**config.mk**
```make
export PLATFORM = sky130hd
export DESIGN_NAME = ddr_ring_sched
export DESIGN_NICKNAME = d
export VERILOG_FILES = /design/src/rtl/ddr_ring_pkg.sv /design/src/rtl/sync_len_fifo.sv /design/src/rtl/ddr_ring_sched.sv
export SDC_FILE = /design/constraint.sdc
export NUM_CORES = 1
export LEC_CHECK = 0
export CORE_ASPECT_RATIO = 0.8
export CORE_UTILIZATION = 59
export CTS_CLUSTER_DIAMETER = 40
export DETAILED_ROUTE_END_ITERATION = 10
export DONT_BUFFER_PORTS = 1
export PLACE_DENSITY_LB_ADDON = 0.25
export SYNTH_ARGS = -nofsm -noshare
export SYNTH_HDL_FRONTEND = slang
export SYNTH_SLANG_ARGS = --single-unit
```
**constraint.sdc**
```tcl
create_clock -name clk -period 5 [get_ports clk]
set_input_delay 1 -clock clk [delete_from_list [all_inputs] [get_ports clk]]
set_output_delay 1 -clock clk [all_outputs]
set_load 0.05 [all_outputs]
```
**src/rtl/ddr_ring_pkg.sv**
```systemverilog
// Shared definitions for the DDR ring scheduler.
// Contents: beat/page geometry constants and the arbiter state encoding.
package ddr_ring_pkg;

  localparam int BEAT_BYTES      = 64;
  localparam int PAGE_BEATS      = 64;
  localparam int MAX_BURST_BEATS = 24;

  typedef enum logic [1:0] {
    ARB_IDLE = 2'd0,
    ARB_WR   = 2'd1,
    ARB_RD   = 2'd2
  } arb_state_e;

endpackage

```
**src/rtl/sync_len_fifo.sv**
```systemverilog
// Synchronous FIFO holding granted write-burst lengths until their B responses
// return. Show-ahead read; full/empty are registered.
// Ports: clk, rst (sync, active-high), push/push_data, pop/pop_data, full, empty.
module sync_len_fifo #(
  parameter int DEPTH = 4,
  parameter int WIDTH = 8
) (
  input  logic             clk,
  input  logic             rst,
  input  logic             push,
  input  logic [WIDTH-1:0] push_data,
  input  logic             pop,
  output logic [WIDTH-1:0] pop_data,
  output logic             full,
  output logic             empty
);

  localparam int AW = (DEPTH > 1) ? $clog2(DEPTH) : 1;
  localparam int CW = $clog2(DEPTH + 1);

  logic [WIDTH-1:0] mem [DEPTH];
  logic [AW-1:0]    wr_ptr;
  logic [AW-1:0]    rd_ptr;
  logic [CW-1:0]    count;
  logic [CW-1:0]    count_next;
  logic             do_push;
  logic             do_pop;

  function automatic logic [AW-1:0] next_ptr(input logic [AW-1:0] p);
    return (p == AW'(DEPTH - 1)) ? '0 : p + AW'(1);
  endfunction

  assign do_push  = push && !full;
  assign do_pop   = pop && !empty;
  assign pop_data = mem[rd_ptr];

  always_comb begin
    count_next = count;
    if (do_push && !do_pop) count_next = count + CW'(1);
    else if (do_pop && !do_push) count_next = count - CW'(1);
  end

  always_ff @(posedge clk) begin
    if (do_push) mem[wr_ptr] <= push_data;
  end

  always_ff @(posedge clk) begin
    if (rst) begin
      wr_ptr <= '0;
      rd_ptr <= '0;
      count  <= '0;
      full   <= 1'b0;
      empty  <= 1'b1;
    end else begin
      if (do_push) wr_ptr <= next_ptr(wr_ptr);
      if (do_pop)  rd_ptr <= next_ptr(rd_ptr);
      count <= count_next;
      full  <= (count_next == CW'(DEPTH));
      empty <= (count_next == '0);
    end
  end

endmodule

```
**src/rtl/ddr_ring_sched.sv**
```systemverilog
// DDR ring-buffer scheduler: arbitrates write-burst grants (ingress) and
// single-beat read grants (CSR drain) over a ring of 64-byte beats.
// Ports:
//   clk, rst            clock, synchronous active-high reset
//   wr_req/wr_beats     write burst request and length (held until granted)
//   wr_gnt/_addr/_beats write grant pulse, AWADDR, granted beats
//   wr_done             B response accepted (in order)
//   rd_en               read enable; rd_gnt/rd_gnt_addr read grant pulse/ARADDR
//   rd_done             R beat consumed
//   used_beats          registered allocated-minus-freed beat count
//   wr_stall_cnt        saturating count of cycles wr_req was blocked by space
//   err_spurious        sticky: completion arrived with nothing outstanding
module ddr_ring_sched
  import ddr_ring_pkg::*;
#(
  parameter int unsigned           ADDR_WIDTH = 31,
  parameter logic [ADDR_WIDTH-1:0] BASE_ADDR  = '0,
  parameter int unsigned           RING_AW    = 24,
  parameter int unsigned           MAX_WR_OUT = 4,
  parameter int unsigned           MAX_RD_OUT = 8
) (
  input  logic                  clk,
  input  logic                  rst,
  input  logic                  wr_req,
  input  logic [7:0]            wr_beats,
  output logic                  wr_gnt,
  output logic [ADDR_WIDTH-1:0] wr_gnt_addr,
  output logic [7:0]            wr_gnt_beats,
  input  logic                  wr_done,
  input  logic                  rd_en,
  output logic                  rd_gnt,
  output logic [ADDR_WIDTH-1:0] rd_gnt_addr,
  input  logic                  rd_done,
  output logic [RING_AW:0]      used_beats,
  output logic [31:0]           wr_stall_cnt,
  output logic                  err_spurious
);

  localparam int PW = RING_AW + 1;
  localparam logic [PW-1:0] RING_BEATS = {1'b1, {RING_AW{1'b0}}};

  arb_state_e state, state_next;
  logic       rr_wr_last, rr_next;

  logic [PW-1:0] alloc, commit, rd_issue, rd_free;
  logic [PW-1:0] used_now, free_now, rd_out;
  logic [8:0]    page_room;
  logic [7:0]    burst_beats;
  logic          space_ok, wr_ok, rd_ok;
  logic          fifo_full, fifo_empty;
  logic [7:0]    fifo_dout;
  logic          pop_ok, rd_free_ok, spurious;

  function automatic logic [ADDR_WIDTH-1:0] ring_addr(input logic [RING_AW-1:0] idx);
    return BASE_ADDR + ADDR_WIDTH'(idx) * ADDR_WIDTH'(BEAT_BYTES);
  endfunction

  // Clip the burst at the next 4 KiB page boundary.
  assign page_room   = 9'(PAGE_BEATS) - {3'b000, alloc[5:0]};
  assign burst_beats = ({1'b0, wr_beats} < page_room) ? wr_beats : page_room[7:0];

  assign used_now = alloc - rd_free;
  assign free_now = RING_BEATS - used_now;
  assign space_ok = (32'(free_now) >= 32'(burst_beats));
  assign wr_ok    = wr_req && space_ok && !fifo_full;

  assign rd_out = rd_issue - rd_free;
  assign rd_ok  = rd_en && (rd_issue != commit) && (32'(rd_out) < MAX_RD_OUT);

  assign pop_ok     = wr_done && !fifo_empty;
  assign rd_free_ok = rd_done && (rd_issue != rd_free);
  assign spurious   = (wr_done && fifo_empty) || (rd_done && (rd_issue == rd_free));

  // Round-robin memory only moves on contended decisions, so the first
  // contention after reset always goes to the write side.
  always_comb begin
    state_next = ARB_IDLE;
    rr_next    = rr_wr_last;
    case (state)
      ARB_IDLE: begin
        if (wr_ok && rd_ok) begin
          if (rr_wr_last) begin
            state_next = ARB_RD;
            rr_next    = 1'b0;
          end else begin
            state_next = ARB_WR;
            rr_next    = 1'b1;
          end
        end else if (wr_ok) begin
          state_next = ARB_WR;
        end else if (rd_ok) begin
          state_next = ARB_RD;
        end
      end
      default: state_next = ARB_IDLE;
    endcase
  end

  assign wr_gnt       = (state == ARB_WR);
  assign rd_gnt       = (state == ARB_RD);
  assign wr_gnt_beats = wr_gnt ? burst_beats : 8'd0;
  assign wr_gnt_addr  = wr_gnt ? ring_addr(alloc[RING_AW-1:0]) : '0;
  assign rd_gnt_addr  = rd_gnt ? ring_addr(rd_issue[RING_AW-1:0]) : '0;

  always_ff @(posedge clk) begin
    if (rst) begin
      state        <= ARB_IDLE;
      rr_wr_last   <= 1'b0;
      alloc        <= '0;
      commit       <= '0;
      rd_issue     <= '0;
      rd_free      <= '0;
      used_beats   <= '0;
      wr_stall_cnt <= '0;
      err_spurious <= 1'b0;
    end else begin
      state      <= state_next;
      rr_wr_last <= rr_next;
      if (wr_gnt)     alloc    <= alloc + PW'(burst_beats);
      if (pop_ok)     commit   <= commit + PW'(fifo_dout);
      if (rd_gnt)     rd_issue <= rd_issue + PW'(1);
      if (rd_free_ok) rd_free  <= rd_free + PW'(1);
      used_beats <= used_now;
      if (wr_req && !space_ok && (wr_stall_cnt != '1))
        wr_stall_cnt <= wr_stall_cnt + 32'd1;
      if (spurious) err_spurious <= 1'b1;
    end
  end

  sync_len_fifo #(
    .DEPTH (MAX_WR_OUT),
    .WIDTH (8)
  ) u_len_fifo (
    .clk       (clk),
    .rst       (rst),
    .push      (wr_gnt),
    .push_data (burst_beats),
    .pop       (pop_ok),
    .pop_data  (fifo_dout),
    .full      (fifo_full),
    .empty     (fifo_empty)
  );

endmodule

```
# Yosys cells after proc, flatten, opt, wreduce, memory -nomap -nowiden
# Memory sizes are Yosys's and may differ from the RTL's. A register that Yosys moved wholly into a read port is not among the register bits.
# Cells that the tools add are included.
[classes]
add_sub_neg = 13
magnitude_cmp = 3
n_eq_ne = 9
muxes = 17
bitwise_logic = 1
reduce_logical = 25
[op_table]
columns = ["operator", "count"]
rows = [
  ["$mux 30", 2],
  ["$add 25x1->25 const B", 2],
  ["$add 25x8->25", 2],
  ["$ne 25x25->1", 2],
  ["$sub 25x25->25", 2],
  ["$add 32x1->32 const B", 1],
  ["$ne 32x32->1 const B", 1],
  ["$eq 25x25->1", 1],
  ["$ge 25x8->1", 1],
  ["$lt 25x4->1 const B", 1],
  ["$sub 25x25->25 const A", 1],
  ["$mux 2", 8],
  ["$mux 8", 2],
  ["$logic_and 1x1->1", 15],
  ["$lt 8x9->1", 1],
  ["$sub 7x6->8 const A", 1],
  ["$eq 2x2->1 const B", 3],
  ["$mux 3", 2],
  ["$logic_not 1->1", 5],
  ["$add 2x1->2 const B", 2],
  ["$add 3x1->3 const B", 1],
  ["$eq 3x3->1 const B", 1],
  ["$logic_not 3->1", 1],
  ["$mux 1", 3],
  ["other kinds (7)", 7],
]
[word_totals]
regBits = 170
mem_bits_rw = 32
output_inout_bits = 130
word_cells = 83
n_memories = 1
[memory_table]
columns = ["memory", "words", "width", "rd", "rd_ports_with_merged_regs", "wr", "line_no", "rtl"]
rows = [
  ["u_len_fifo.mem", 4, 8, 1, 1, 1, "sync_len_fifo.sv:21", "logic [WIDTH-1:0] mem [DEPTH];"],
]

# Longest topological paths before layout
# Gate-level depths: netlist of run 1.
[depth]
depth_word = 8
depth_mapped = 29

# Cells and area by module
# Synthesis of run 1 repeated with hierarchy kept, for this count alone.
[hier_totals]
cells_unflattened = 1592
area_unflattened_um2 = 13376.6
[by_module_without_submodules]
columns = ["mod", "instances", "cells_each", "area_each_um2"]
rows = [
  ["ddr_ring_sched", 1, 1476, 11574.9],
  ["sync_len_fifo", 1, 116, 1801.7],
]

# Least setup slack after synthesis of run 1
# No wires, ideal clock.
[synth_timing]
kind = "input to register"
from = "in wr_beats[1]"
to = "reg wr_stall_cnt[26]"
setup_time_ns = 0.070
arrival_time_ns = 5.180
required_ns = 4.930
path_slack_ns = -0.250
path_stages = 25
path_buffers = 2
cell_sequence = "ha_1 -> o21ai_0 -> a21boi_0 -> o21ai_0 -> nand2b_1 -> a21oi_1 -> nor2b_1 -> o21ai_0 -> nand2_1 -> mux2_2 -> ha_1 -> nand2b_1 -> a21o_1 -> a21o_1 -> a211oi_1 -> o31ai_1 -> nand2_1 -> nand4b_1 -> nor4_1 -> nand2_1 -> a2111o_1 -> buf_6 -> clkbuf_2 -> or3_1 -> a21oi_1"
[synth_via]
elab_chain_len = 6
[synth_rtl]
columns = ["item", "line_no", "rtl"]
rows = [
  ["start, declared", "ddr_ring_sched.sv:25", "input logic [7:0] wr_beats,"],
  ["$lt 8x9->1", "ddr_ring_sched.sv:60", "assign burst_beats = ({1'b0, wr_beats} < page_room) ? wr_beats : page_room[7:0];"],
  ["$mux 8", "ddr_ring_sched.sv:60", ""],
  ["net burst_beats[0]", "ddr_ring_sched.sv:48", "logic [7:0] burst_beats;"],
  ["$ge 25x8->1", "ddr_ring_sched.sv:64", "assign space_ok = (32'(free_now) >= 32'(burst_beats));"],
  ["$logic_not 1->1", "ddr_ring_sched.sv:124", "if (wr_req && !space_ok && (wr_stall_cnt != '1))"],
  ["$logic_and 1x1->1 (2 in a row)", "ddr_ring_sched.sv:124", ""],
  ["end signal, assigned", "ddr_ring_sched.sv:125", "wr_stall_cnt <= wr_stall_cnt + 32'd1;"],
  ["end, declared", "ddr_ring_sched.sv:35", "output logic [31:0] wr_stall_cnt,"],
]
# The timed path passes the listed nets, and every way through them passes these cells.
# A chain may end at the register's enable or synchronous reset.

# Worst setup path after layout of run 1
[layout_timing]
from = "reg alloc[1]"
to = "reg wr_stall_cnt[22]"
[layout_via]
elab_chain_len = 7
[layout_rtl]
columns = ["item", "line_no", "rtl"]
rows = [
  ["start, declared", "ddr_ring_sched.sv:45", "logic [PW-1:0] alloc, commit, rd_issue, rd_free;"],
  ["start signal, assigned", "ddr_ring_sched.sv:119", "if (wr_gnt) alloc <= alloc + PW'(burst_beats);"],
  ["parallel branches: the longest is 3 deep, another holds $sub 25x25->25", "-", ""],
  ["$ge 25x8->1 (*)", "ddr_ring_sched.sv:64", ""],
  ["$logic_not 1->1 (*)", "ddr_ring_sched.sv:124", ""],
  ["$logic_and 1x1->1 (*) (2 in a row)", "ddr_ring_sched.sv:124", ""],
]
# Mark *: on every way between the ends.

==> impl_metrics.ini, run 1 <==
[timing]
fin_skew_ps = 16.36
max_freq_ghz = 0.1940
layout_min_cycle_time_ps = 5155
rsz0062_at_grt = true
worst_slack_ps = -154.9
final-max-slew-violation-count = 0
period_share = 1.031
relSlewSlack = 0.3677
finalHoldViolCount = 0
setup_viol = 30
worst_pin_slew_ps = 945.0
timing.hold.ws_ps = 486.2

[drt]
ant_nets = 0
first_pass_iters = 6
drt_wl_total_um = 36280
drc = 0
num_vias = 12040
drt_iter0_drc = 1235
viasPerCell = 6.114
wire_per_inst_um = 18.42

[die]
dieArea_um2 = 23260
io_pins = 144
rows = 48
dieHeight_um = 136.6
core_area_um2 = 21860
start_util = 0.6112
die_x_um = 170.3

[finish]
antennaDiodeCount = 0
drive_gt1_frac = 0.1138
fin_area_um2 = 15190
nFillCells = 1769
area_delta_synth_final_pct = 13.71
fin_util = 0.6950
final_cell_mix = nor2_1 (171), dfxtp_1 (169), nand2_1 (129), a21oi_1 (102), ha_1 (87)
mostFrequentLayoutCell = nor2_1
fin_nets = 1754

[grt]
grt_max_degree = 171
grt_pass1_vias = 10710
grt_overflow = 0
antenna_found_initial = 0
grt_pass1_wl_um = 55510
grt.total_usage = 0.2976

[worst_setup_path]
r2r_cells = 29
critPathMaxFanout = 8
arrival_ps = 5620
r2r_end = wr_stall_cnt[22]$_SDFFE_PP0P_
criticalPathCategory = reg2reg
reg2reg_slack_ps = -150
crit_top_cell = buf_4
worst_path_max_delay_cell = a2111o_2
start_kind = register
cp-startpoint = alloc[1]$_SDFFE_PP0P_
r2r-start = alloc[1]$_SDFFE_PP0P_
crit_required_ps = 5460
crit_path_end_kind = register
max_stage_delay_ps = 480

[flow_run]
maxCapViolCount = 0

[power]
power.leakage_nw = 6.063
power_mw = 7.882
p_per_area_nw_per_um2 = 518.8
ir_drop_uv = 587.6

[clock_tree]
cts_sinks = 204
cts_tree = done
clock-root-buffer = clkbuf_16
clockBufferDepth = 3
cts_made_buffers = 28
clk_pin_slew_ps = 60
h-tree-depth = 1
insertion_delay_ps = 540

[placed_design]
dpl.hpwl_um = 25150
port_buffers = 0
place_congestion = 0.9508
dpl_cell_area_um2 = 13770

[min_path]
worstHoldStart = commit[4]$_SDFFE_PP0P_
hold-path-endpoint = commit[4]$_SDFFE_PP0P_
hold_class = reg2reg
hold_depth = 2

[logic_synthesis]
synth.distinct_cells = 82
netlist_instances = 1620
ys_warn_count = 0
yosys_register_bits = 204
synth_top_area_frac = 0.2577
synth_area_um2 = 13360
synth-seq-area-share = 0.3296
ys.flop_type = dfxtp_1
avgSynthCellArea_um2 = 8.248
synth_top_cell_by_area = dfxtp_1
ys_async_sr_fraction = 0
synth_edf_count = 32
synth_top_cells_by_area = dfxtp_1 (26%), ha_1 (8.4%), edfxtp_1 (7.2%)

[run_status]
violations = negative setup slack
status = complete, but fails checks
[critical path, delay by kind of cell (launching register included)]
family,cells,cell delay [ps]
compound gates,11,1960
simple gates,7,1050
buf+inv,7,820
fa+ha+maj,3,700
flops,1,360
xor+xnor,1,170
[worst max path at each step]
stage                                                to  slack, ps  cells past startpoint
after floorplan           wr_stall_cnt[28]$_SDFFE_PP0P_          4                     25
after global placement     wr_stall_cnt[6]$_SDFFE_PP0P_       -150                     24
after detailed placement  wr_stall_cnt[12]$_SDFFE_PP0P_       -280                     24
after CTS                 wr_stall_cnt[12]$_SDFFE_PP0P_          1                     18
after global routing      wr_stall_cnt[22]$_SDFFE_PP0P_       -340                     28
final                     wr_stall_cnt[22]$_SDFFE_PP0P_       -150                     29
[registers in the layout, summed over array words and instances, names as in the netlist, named ones only]
register           cells
rr_wr_last             1
commit                25
u_len_fifo.wr_ptr      2
u_len_fifo.empty       1
err_spurious           1
used_beats            25
u_len_fifo.count       3
u_len_fifo.mem        32
u_len_fifo.rd_ptr      2
rd_free               25
alloc                 25
u_len_fifo.full        1
rd_issue              25
state                  2
wr_stall_cnt          32
[cell families after synthesis]
group,count (synthesis),share of synthesized area
adder cells (fa/ha/maj),93,0.08877
multiplexers,24,0.02585
AND/OR/NAND/NOR,677,0.2582
XOR/XNOR,152,0.09963
buffers and inverters,151,0.04860
other,2,0.0005621
AO/OA/AOI/OAI,317,0.1488
flip-flops,204,0.3296
[final cells by class]
class,instances,area [um^2],area share
Clock buffer,34,765.7,0.05040
Clock inverter,18,186.4,0.01227
Inverter,71,269.0,0.01771
Multi-Input combinational cell,1284,8638,0.5686
Sequential cell,204,4410,0.2903
Tap cell,300,375.4,0.02471
Timing Repair Buffer,58,548.0,0.03607
[metal layers]
metal	track usage	vias up	part of all wire
li1	-	5768	-
met1	0.4341	5678	0.46
met2	0.4570	523	0.43
met3	0.04916	70	0.085
met4	0.07157	0	0.022
met5	0	-	0
[where the power goes]
part           switching (mW)  total, mW  internal, mW  leakage [nW]
clock                   0.806       2.02          1.22         0.468
sequential              0.301       2.16          1.86          1.69
combinational            2.15       3.70          1.54          3.91
[stage by stage]
step	setup TNS, ps	instances	setup WS (ps)
after floorplan	0	1639	3.689
after global placement	-1673	1901	-152.2
after detailed placement	-5918	1901	-275.6
after CTS	0	1957	1.104
after global routing	-8954	1969	-344.6
final	-2170	1969	-154.9
[cells in the mapped netlist (all sizes together) (5+ instances only)]
master / instances
a21o: 21
a21boi: 5
mux2i: 12
or3: 47
inv: 71
a21oi: 117
or2: 7
o21ai: 81
nor4: 18
ha: 90
dfxtp: 172
buf: 24
and3: 33
nand3: 63
nand4: 40
nand2: 130
a211oi: 16
mux4: 8
and2: 64
nor3: 29
and4: 8
o2111ai: 5
o211ai: 5
nor2b: 24
nand4b: 6
xor2: 79
o21a: 5
nor2: 173
nand2b: 13
o31ai: 10
clkbuf: 56
xnor2: 73
nor3b: 6
or4: 9
edfxtp: 32
[repair_timing]
action,in CTS,in global routing
pin swaps,1,55
hold buffers,0,0
gates resized for setup,8,54
endpoints found under the setup margin,17,47
buffers inserted,3,8
gates cloned,1,4
Power figures use the tool's default switching activity.
==> inputs of run 2 (changes only) <==
--- a/config.mk
+++ b/config.mk
@@ -6,6 +6,7 @@
 export NUM_CORES = 1
 export LEC_CHECK = 0
 export CORE_ASPECT_RATIO = 0.8
+export CORE_MARGIN = 2
 export CORE_UTILIZATION = 59
 export CTS_CLUSTER_DIAMETER = 40
 export DETAILED_ROUTE_END_ITERATION = 10
==> impl_metrics.ini, run 2 (synthesized netlist as in run 1, its figures left out) <==
[run_status]
status = complete, but fails checks
violations = negative setup slack

[grt]
grt.total_usage = 0.2924
grt_overflow = 0
grt_max_degree = 171
grt_pass1_vias = 11100
antenna_found_initial = 0
grt_pass1_wl_um = 56990

[flow_run]
maxCapViolCount = 0

[drt]
wire_per_inst_um = 18.14
drt_iter0_drc = 1342
drc = 0
drt_wl_total_um = 35950
viasPerCell = 6.023
ant_nets = 0
first_pass_iters = 6
num_vias = 11940

[clock_tree]
cts_tree = done
cts_hold_buffers = 0
clk_pin_slew_ps = 60
clock-root-buffer = clkbuf_16
clockBufferDepth = 3
cts_sinks = 204
insertion_delay_ps = 550
cts_made_buffers = 31
h-tree-depth = 1

[finish]
antennaDiodeCount = 0
finalNonFillerCells = 1982
fin_util = 0.6843
drive_gt1_frac = 0.1241
fin_nets = 1759
reg_top3 = u_len_fifo.mem: 32 flops, wr_stall_cnt: 32 flops
final_cell_mix = nor2_1 (172), dfxtp_1 (169), nand2_1 (129), a21oi_1 (93), ha_1 (87)
mostFrequentLayoutCell = nor2_1
area_delta_synth_final_pct = 14.61
nFillCells = 1786

[placed_design]
dp.cells = 1914
port_buffers = 0
place_congestion = 0.9399
dpl.hpwl_um = 25070

[min_path]
hold-path-endpoint = state[0]$_SDFF_PP0_
worstHoldStart = rr_wr_last$_SDFFE_PP0P_
hold_class = reg2reg
hold_depth = 1

[worst_setup_path]
r2r-start = alloc[0]$_SDFFE_PP0P_
worstPathCellList = inv_4 -> buf_4 -> ha_1 -> inv_1 -> fa_1 -> a21o_1 -> a221oi_4 -> nand4b_1 -> a211oi_2 -> nor2_1 -> xnor2_1 -> or3_1 -> nor4_2 -> nand4_1 -> a2111o_2 -> buf_6 -> buf_12 -> buf_6 -> or3_4 -> a21oi_2
reg2reg_slack_ps = -70
crit_path_end_kind = register
start_kind = register
critical_path_buf_inv_count = 6
critPathMaxFanout = 7
criticalPathCategory = reg2reg
arrival_ps = 5540
crit_top_cell = buf_6
cp-startpoint = alloc[0]$_SDFFE_PP0P_
max_stage_delay_ps = 580
worst_path_max_delay_cell = a2111o_2
path_delay_family = simple AND/OR/NAND/NOR gates
crit_required_ps = 5470
r2r_end = wr_stall_cnt[0]$_SDFFE_PP0P_
r2r_cells = 20

[timing]
max_freq_ghz = 0.1972
worst_pin_slew_ps = 889.1
relSlewSlack = 0.4050
rsz0062_at_grt = true
finalHoldViolCount = 0
period_share = 1.014
fin_skew_ps = 19.63
final.setup.tns_ps = -379.8
final-max-slew-violation-count = 0
worst_slack_ps = -71.81
layout_min_cycle_time_ps = 5072
setup_viol = 12

[die]
start_util = 0.5971
rows = 49
core_area_um2 = 22380
dieHeight_um = 138.6
io_pins = 144
die_x_um = 172.3
dieArea_um2 = 23870

[power]
power.leakage_nw = 6.087
p_per_area_nw_per_um2 = 519.7
ir_drop_uv = 558.3
power_mw = 7.959
[run 2: cell types whose count changed in the layout (fill, tap and decap cells not counted), sizes merged]
cell	previous run	this run
inv	77	78
clkinvlp	2	4
buf	55	60
clkbuf	37	35
clkinv	8	10
bufinv	2	1
[run 2: cell type report]
type                       count  area (um^2)  share of cell area
multi-input combinational   1284         8692              0.5676
sequential                   204         4410              0.2880
clock inverter                22        198.9             0.01299
tap                          306        382.9             0.02500
clock buffer                  35        800.8             0.05229
timing repair buffer          60        559.3             0.03652
inverter                      71        269.0             0.01757
[run 2: power by group]
group | internal [mW] | switching, mW | leakage, nW
clock | 1.23 | 0.838 | 0.481
combinational | 1.59 | 2.15 | 3.92
sequential | 1.86 | 0.297 | 1.69
total | 4.68 | 3.28 | 6.09
[run 2: how the worst max path moves through the flow]
stage | to | cells after the start
after floorplan | wr_stall_cnt[28]$_SDFFE_PP0P_ | 25
after global placement | wr_stall_cnt[20]$_SDFFE_PP0P_ | 25
after detailed placement | wr_stall_cnt[18]$_SDFFE_PP0P_ | 24
after CTS | wr_stall_cnt[3]$_SDFFE_PP0P_ | 26
after global routing | wr_stall_cnt[0]$_SDFFE_PP0P_ | 28
final | wr_stall_cnt[0]$_SDFFE_PP0P_ | 20
[run 2: per-stage QoR]
| step | hold WS [ps] | worst slack (ps) | area, um^2 |
|---|---|---|---|
| final | 471.8 | -71.81 | 15310 |
| after global routing | 499.2 | -244.3 | 15310 |
| after CTS | 470.7 | -39.61 | 15040 |
| after detailed placement | 461.5 | -285.0 | 13840 |
| after global placement | 458.0 | -163.4 | 13840 |
| after floorplan | 441.7 | 3.689 | 13460 |
[run 2: routing by layer]
layer	up-vias	global-route usage	routed length, um
met5	-	0	0
met4	0	0.07651	785
met3	72	0.05993	3003
met2	507	0.4344	15460
met1	5584	0.4333	16710
li1	5774	-	-
[run 2: timing repair]
| action | CTS | global route |
|---|---|---|
| cloned | 3 | 0 |
| pin swaps | 25 | 29 |
| buffers inserted | 4 | 4 |
| endpoints found under the setup margin | 25 | 47 |
| gates resized for setup | 18 | 62 |
==> inputs of run 3 (changes only) <==
--- a/config.mk
+++ b/config.mk
@@ -5,6 +5,7 @@
 export SDC_FILE = /design/constraint.sdc
 export NUM_CORES = 1
 export LEC_CHECK = 0
+export ABC_AREA = 1
 export CORE_ASPECT_RATIO = 0.8
 export CORE_MARGIN = 2
 export CORE_UTILIZATION = 59
==> impl_metrics.ini, run 3 <==
[run_status]
status = finished, final reports clean

[finish]
multi_input_area_um2 = 8895
area_delta_synth_final_pct = 11.07
reg_top3 = u_len_fifo.mem: 32 flops, wr_stall_cnt: 32 flops
final_cell_mix = nand2_1 (492), inv_1 (359), nor2_1 (340), dfxtp_1 (172), a21oi_1 (159)
fin_util = 0.6606
seq_area_um2 = 4404
fin_nets = 2486
drive_gt1_frac = 0.07699
nFillCells = 2311
antennaDiodeCount = 0
mostFrequentLayoutCell = nand2_1

[flow_run]
maxCapViolCount = 0

[die]
die_x_um = 181.9
start_util = 0.5948
core_area_um2 = 25110
dieHeight_um = 146.3
dieArea_um2 = 26610
rows = 52
io_pins = 144

[clock_tree]
clock-root-buffer = clkbuf_16
cts_made_buffers = 31
cts_tree = done
cts_sinks = 204
clk_pin_slew_ps = 60
insertion_delay_ps = 550
cts_hold_buffers = 0
clockBufferDepth = 3
h-tree-depth = 1

[worst_setup_path]
r2r_end = wr_stall_cnt[20]$_SDFFE_PP0P_
arrival_ps = 5150
r2r-start = alloc[0]$_SDFFE_PP0P_
crit_path_end_kind = register
cp-startpoint = alloc[0]$_SDFFE_PP0P_
max_stage_delay_ps = 340
critPathCapture = wr_stall_cnt[20]$_SDFFE_PP0P_
critPathMaxFanout = 17
criticalPathCategory = reg2reg
start_kind = register
crit_top_cell = nor2_1
r2r_cells = 31
worst_path_max_delay_cell = ha_1
reg2reg_slack_ps = 300
crit_required_ps = 5450

[grt]
grt_max_degree = 73
grt_pass1_vias = 14180
grt_overflow = 0
antenna_found_initial = 1
grt.total_usage = 0.3063
grt_pass1_wl_um = 68230

[logic_synthesis]
muxShareOfSynthArea = 0.0007539
ys_async_sr_fraction = 0
synth_area_um2 = 14940
synth_top_area_frac = 0.2305
synth_top_cell_by_area = dfxtp_1
synth_compound_area_frac = 0.1180
ys.flop_type = dfxtp_1
synthAdderAreaFrac = 0.07941
synth_edf_count = 32
synth.most_common_cell = nand2_1
synth-simple-area-share = 0.3539
ys_warn_count = 0
synth_top_family_by_area = simple AND/OR/NAND/NOR gates
synth_top_cells_by_area = dfxtp_1 (23%), nand2_1 (12%), inv_1 (9.1%)
netlist_instances = 2334
yosys-top-cells-count = nand2_1 (492), inv_1 (361), nor2_1 (340)
synth.distinct_cells = 56
avgSynthCellArea_um2 = 6.400
yosys_register_bits = 204
synth-seq-area-share = 0.2949
synth-xor-area-share = 0.03635

[drt]
num_vias = 15270
drt_wl_total_um = 41740
drc = 0
ant_nets = 0
drt_iter0_drc = 1557
first_pass_iters = 6
viasPerCell = 5.599
wire_per_inst_um = 15.30

[timing]
finalHoldViolCount = 0
worst_pin_slew_ps = 1002
timing.hold.ws_ps = 497.8
max_freq_ghz = 0.2126
worst_slack_ps = 295.9
period_share = 0.9408
setup_viol = 0
layout_min_cycle_time_ps = 4704
final-max-slew-violation-count = 0
relSlewSlack = 0.3292
final.setup.tns_ps = 0
fin_skew_ps = 20.37

[min_path]
worstHoldStart = commit[24]$_SDFFE_PP0P_
hold_class = reg2reg

[placed_design]
dpl.hpwl_um = 31490
dp_slack_ps = -6.572
place_congestion = 0.9872
port_buffers = 0

[power]
ir_drop_uv = 584.2
power_mw = 9.255
p_per_area_nw_per_um2 = 557.8
power.leakage_nw = 7.877
==> run 3: layer usage <==
metal / global-route usage / wire [um]
met3: 0.04939 / 3169
met4: 0.07460 / 907
met2: 0.4948 / 18320
met5: 0 / 0
met1: 0.4302 / 19340
==> run 3: power by group <==
group          internal (mW)  total (mW)  leakage [nW]  switching [mW]
registers               1.90        2.37          1.69           0.464
logic                   1.54        4.71          5.68            3.18
clock network           1.31        2.17         0.508           0.858
total                   4.76        9.26          7.88            4.50
==> run 3: worst max-delay path: cells and delay by family, from the launching register on <==
kind	cells	cell delay, ps
flops	1	330
buf+inv	6	710
simple gates	17	2040
fa+ha+maj	3	850
compound gates	5	660
==> run 3: worst min path at each step <==
stage / endpoint / slack (ps) / depth (start not counted)
2_1_floorplan: alloc[24]$_SDFFE_PP0P_ / 450 / 1
3_5_place_dp: commit[24]$_SDFFE_PP0P_ / 490 / 2
5_1_grt: alloc[14]$_SDFFE_PP0P_ / 500 / 1
6_report: commit[24]$_SDFFE_PP0P_ / 500 / 2
3_3_place_gp: alloc[24]$_SDFFE_PP0P_ / 460 / 1
4_1_cts: commit[24]$_SDFFE_PP0P_ / 500 / 2
==> run 3: area by class of cell <==
cell class,count,share of cell area
Multi-Input combinational cell,1711,0.5361
Sequential cell,204,0.2655
Inverter,384,0.08688
Clock buffer,31,0.04676
Tap cell,324,0.02443
Timing Repair Buffer,47,0.02406
Clock inverter,26,0.01629
==> run 3: cells by family (layout without fill, tap and decap cells) <==
family | after synthesis | after routing
and+or+nand+nor | 1206 | 1206
buffers and inverters | 438 | 488
AOI/OAI and AO/OA | 328 | 328
DFF | 204 | 204
adders and majority gates | 93 | 93
xor gates and xnor gates | 62 | 62
other | 2 | 21
muxes | 1 | 1
==> run 3: repair_timing <==
item | in CTS | in global routing
setup endpoints to repair | 0 | 41
setup buffers | 0 | 4
resized for setup | 0 | 11
==> run 3: per-stage QoR <==
stage | area (um^2) | instances
after CTS | 16500 | 2722
after detailed placement | 15450 | 2665
final | 16590 | 2727
after global routing | 16590 | 2727
after floorplan | 15010 | 2353
after global placement | 15450 | 2665
